**src/rtl/pc_sequencer.sv**
```systemverilog
// Fetch-address sequencer: owns the fetch PC, issues sequential requests and
// redirects fetch after the branch delay slot or on exception/ERET.
module pc_sequencer #(
  parameter logic [31:0] RESET_PC = 32'hBFC0_0000
) (
  input  logic        clk,
  input  logic        reset,
  input  logic        fs_allowin,
  output logic        inst_req,
  output logic [31:0] inst_addr,
  input  logic        inst_addr_ok,
  input  logic        br_valid,
  input  logic [31:0] br_pc,
  input  logic        br_taken,
  input  logic        j_taken,
  input  logic        jr_taken,
  input  logic [31:0] br_target,
  input  logic [31:0] j_target,
  input  logic [31:0] jr_target,
  input  logic        exc_valid,
  input  logic [31:0] exc_pc,
  output logic        wrong_path,
  output logic        redirect_pend
);

  typedef enum logic [1:0] {SEQ, DS, TGT} state_t;

  state_t      state, state_n;
  logic [31:0] req_pc, req_pc_n;
  logic [31:0] last_pc;
  logic [31:0] tgt, tgt_n;
  logic        accept;
  logic        taken;
  logic [31:0] target;

  assign inst_req      = ~reset & fs_allowin;
  assign inst_addr     = req_pc;
  assign redirect_pend = (state != SEQ);
  assign accept        = inst_req & inst_addr_ok;
  assign taken         = br_valid & (br_taken | j_taken | jr_taken);
  assign target        = jr_taken ? jr_target : (j_taken ? j_target : br_target);

  always_ff @(posedge clk) begin
    if (reset) begin
      state   <= SEQ;
      req_pc  <= RESET_PC;
      last_pc <= RESET_PC - 32'd4;
      tgt     <= 32'd0;
    end else begin
      state  <= state_n;
      req_pc <= req_pc_n;
      tgt    <= tgt_n;
      if (accept) last_pc <= req_pc;
    end
  end

  always_comb begin
    state_n    = state;
    req_pc_n   = req_pc;
    tgt_n      = tgt;
    wrong_path = 1'b0;
    if (exc_valid) begin
      state_n  = SEQ;
      req_pc_n = exc_pc;
    end else begin
      unique case (state)
        SEQ: begin
          if (taken) begin
            // last_pc == br_pc means the delay slot has not been accepted yet
            if (last_pc == br_pc && !accept) begin
              state_n = DS;
              tgt_n   = target;
            end else begin
              state_n    = TGT;
              req_pc_n   = target;
              wrong_path = accept && (last_pc != br_pc);
            end
          end else if (accept) begin
            req_pc_n = req_pc + 32'd4;
          end
        end
        DS: if (accept) begin
          state_n  = TGT;
          req_pc_n = tgt;
        end
        TGT: if (accept) begin
          state_n  = SEQ;
          req_pc_n = req_pc + 32'd4;
        end
        default: state_n = SEQ;
      endcase
    end
  end

endmodule

```
**config.mk**
```make
export PLATFORM = sky130hd
export DESIGN_NAME = pc_sequencer
export DESIGN_NICKNAME = d
export VERILOG_FILES = /design/src/rtl/pc_sequencer.sv
export SDC_FILE = /design/constraint.sdc
export NUM_CORES = 1
export LEC_CHECK = 0
export BUFFER_PORTS_ARGS = -buffer_cell sky130_fd_sc_hd__buf_2
export CORE_ASPECT_RATIO = 0.7
export CORE_MARGIN = 3
export CORE_UTILIZATION = 45
export DETAILED_ROUTE_END_ITERATION = 8
export PLACE_DENSITY_LB_ADDON = 0.1
export REMOVE_ABC_BUFFERS = 1
export SETUP_SLACK_MARGIN = 0.5
export SLEW_MARGIN = 30
export SYNTH_ARGS = -nofsm -noshare
export SYNTH_HDL_FRONTEND = slang
export SYNTH_SLANG_ARGS = --single-unit
```
**constraint.sdc**
```tcl
create_clock -name clk -period 3.2 [get_ports clk]
set_input_delay 0.64 -clock clk [delete_from_list [all_inputs] [get_ports clk]]
set_output_delay 0.64 -clock clk [all_outputs]
set_load 0.01 [all_outputs]
```
==> results.py <==
metrics = {
    "detailed_routing": {
        "vias_per_cell": 5.67,
        "wl_per_cell_um": 17.4,
        "vias": 6628,
        "totalWireLength_mm": 20.3,
        "drt-pass1-iter-count": 5,
        "first_iter_violations": 509,
        "postRouteAntennaNets": 0,
        "drc": 0,
    },
    "floorplanning": {
        "fp.dieH_um": 104,
        "ios": 204,
        "rows": 35,
        "dieWidth_um": 146,
        "initial_core_util_pct": 46.3,
        "die_area_mm2": 0.0151,
        "core_area_mm2": 0.0133,
    },
    "sta": {
        "rsz0062_at_grt": "yes",
        "max_freq_mhz": 372,
        "relSlewSlack_pct": 53.7,
        "min_period_over_period_pct": 84.1,
        "setup-violations-final": 0,
        "setup-tns-final_ns": 0,
        "tightest_slew_ns": 0.694,
        "hold_viol_final": 0,
        "whs_ns": 0.453,
        "drv_slew": 0,
        "min_period_ns": 2.69,
        "final.setup_skew_ns": 0.00814,
    },
    "setup_path": {
        "crit_buf_inv": 2,
        "cp_cell_sequence": "buf_2 > xor2_1 > nor4_2 > nand4_1 > buf_4 > or4_1 > nand2_2 > o311ai_0",
        "cp_max_fo": 13,
        "worst-setup-path-type": "in -> reg",
        "max_stage_delay_ns": 0.60,
        "startpoint_type": "input port",
        "slowest_stage": "or4_1",
        "cp-end-kind": "flop",
        "cp.arrival_ns": 2.89,
        "crit_family": "simple AND/OR/NAND/NOR gates",
        "cp.required_ns": 3.40,
    },
    "global_routing": {
        "grt_pass1_vias": 6256,
        "grt_use_met2_pct": 40.2,
        "met1_usage_pct": 37.2,
        "antenna_found_initial": 0,
        "grt_max_degree": 62,
        "grtUsageMet3_pct": 5.90,
        "grt-ovfl-total": 0,
        "groute.usage.overall_pct": 26.0,
        "grt_pass1_wl_mm": 32.4,
        "grt.busiest_layer": "met2",
    },
    "synthesis": {
        "yosysWarningCount": 0,
        "async_flop_share_pct": 0,
        "syn_area_mm2": 0.00614,
        "ys.flop_type": "dfxtp_1",
        "synth_top_cell_by_area": "dfxtp_1",
        "yosys.area.top_type_share_pct": 31.9,
        "synth_commonest_cells": "nand2_1, dfxtp_1, o21ai_0",
        "synth_edf_count": 0,
        "synth_cells": 803,
        "synthMostInstantiatedCell": "nand2_1",
        "synth.area.top_cells": "dfxtp_1, nand2_1, mux2i_1, xor2_1, o21ai_0",
        "synth-seq-cells": 98,
        "yosysUniqueCellTypes": 64,
        "synth.yosys.seq_area_share_pct": 31.9,
        "synth_area_per_cell_um2": 7.65,
    },
    "power_and_ir_drop": {
        "ir_worst_vdd_mv": 0.279,
        "power_mw": 3.20,
        "powerDensity_mw_per_mm2": 413,
        "p_leak_nw": 3.39,
    },
    "cts": {
        "numCtsBuffers": 9,
        "cts_hold_buf": 0,
        "cts_sinks": 98,
        "clk_pin_slew_ns": 0.07,
        "cts_max_path_buffers": 2,
        "cts_tree": "done",
        "clock_latency_ns": 0.35,
        "cts_root_buf": "clkbuf_16",
        "h-tree-depth": 3,
    },
    "layout": {
        "final_core_util_pct": 58.4,
        "layout-drive-gt1-share_pct": 28.2,
        "nets": 1153,
        "area_growth_pct": 26.2,
        "final_cells": 1169,
        "diodes": 0,
    },
    "placement": {
        "dpl.cell_count": 1151,
        "io_buffers": 203,
        "dp_hpwl_mm": 14.5,
        "gp_congestion": 0.863,
    },
    "hold_path": {
        "hp-class": "reg -> reg",
    },
    "run": {
        "max_cap_viol_count": 0,
    },
    "run_status": {
        "outcome": "finished clean",
    },
}
## sequential cells by signal (all words and copies together), names as in the netlist
| signal | cells |
|---|---|
| state | 2 |
| tgt | 32 |
| inst_addr | 32 |
| last_pc | 32 |
## metrics by stage
step / cell area [µm²] / setup WS [ns]
after floorplan: 5840 / -0.530
after global placement: 7350 / 0.380
after detailed placement: 7350 / 0.387
after CTS: 7670 / 0.511
after global routing: 7750 / 0.450
final: 7750 / 0.509
## cell usage in the layout, fill, tap and decap left out, types with 3 or more instances in the layout
cell / netlist / final
a211oi_1: 3 / 3
o21ai_0: 53 / 53
clkbuf_16: 0 / 10
nand2_1: 170 / 170
and2_1: 4 / 3
a41o_1: 5 / 5
nor4_1: 9 / 6
nor2_1: 29 / 26
nor4_4: 3 / 3
a221o_1: 10 / 10
a31oi_1: 5 / 5
or4_1: 4 / 4
xor2_1: 35 / 35
o31ai_1: 19 / 19
inv_1: 13 / 13
buf_2: 14 / 203
a221oi_1: 22 / 22
ha_1: 4 / 4
nor4_2: 4 / 7
nand2b_1: 13 / 13
o211a_1: 5 / 5
dfxtp_1: 98 / 98
clkinvlp_4: 0 / 3
nand3_1: 41 / 41
a311o_1: 3 / 3
a21oi_1: 50 / 49
buf_6: 1 / 3
nor3_1: 9 / 8
o311ai_0: 4 / 4
mux2i_1: 33 / 32
o211ai_1: 13 / 13
buf_4: 4 / 28
o41ai_1: 6 / 6
o31a_1: 3 / 3
and3_1: 7 / 7
xnor2_1: 8 / 8
nand4_1: 15 / 15
## tightest hold or removal path, delay by kind of cell (launching register included)
family,cells,cell delay (ns)
simple gates,1,0.05
compound gates,1,0.05
flops,1,0.31
## where the power goes
part | internal [mW] | switching [mW] | leakage (nW)
sequential | 1.28 | 0.0890 | 0.803
clock | 0.684 | 0.504 | 0.144
combinational | 0.287 | 0.358 | 2.45
## path summary, 6_finish.rpt
path | startpoint | end | slack [ns] | depth (start not counted)
setup / recovery | br_pc[24] | inst_addr[22]$_SDFFE_PP1P_ | 0.51 | 8
hold / removal | tgt[9]$_SDFFE_PP0P_ | tgt[9]$_SDFFE_PP0P_ | 0.45 | 2
setup reg to reg | last_pc[24]$_SDFFE_PP1N_ | inst_addr[22]$_SDFFE_PP1P_ | 0.56 | 7
hold reg to reg | tgt[9]$_SDFFE_PP0P_ | tgt[9]$_SDFFE_PP0P_ | 0.45 | 2
## cell families after synthesis
family | after synthesis | share of synthesized area (%)
adders and majority gates | 4 | 0.815
muxes | 34 | 5.56
AOI/OAI and AO/OA | 218 | 24.4
DFF | 98 | 31.9
xor gates and xnor gates | 43 | 6.13
buffers and inverters | 84 | 5.78
and+or+nand+nor | 322 | 25.4
## layout make-up
type,count,area (µm²)
Clock inverter,6,91.3
Tap cell,185,231
Inverter,14,52.6
Clock buffer,9,225
Fill cell,1301,5520
Multi-Input combinational cell,621,3880
Sequential cell,98,1960
Timing Repair Buffer,236,1310
## metal layers
metal,vias up,routed length [µm]
li1,3272,-
met4,0,246
met3,19,1860
met5,-,0
met1,3035,9240
met2,302,9000
## what timing repair did
item	CTS	global route
endpoints found under the setup margin	1	8
pin swaps	0	3
gates cloned	0	1
setup buffers	0	2
resized for setup	1	10
Power figures use the tool's default switching activity.
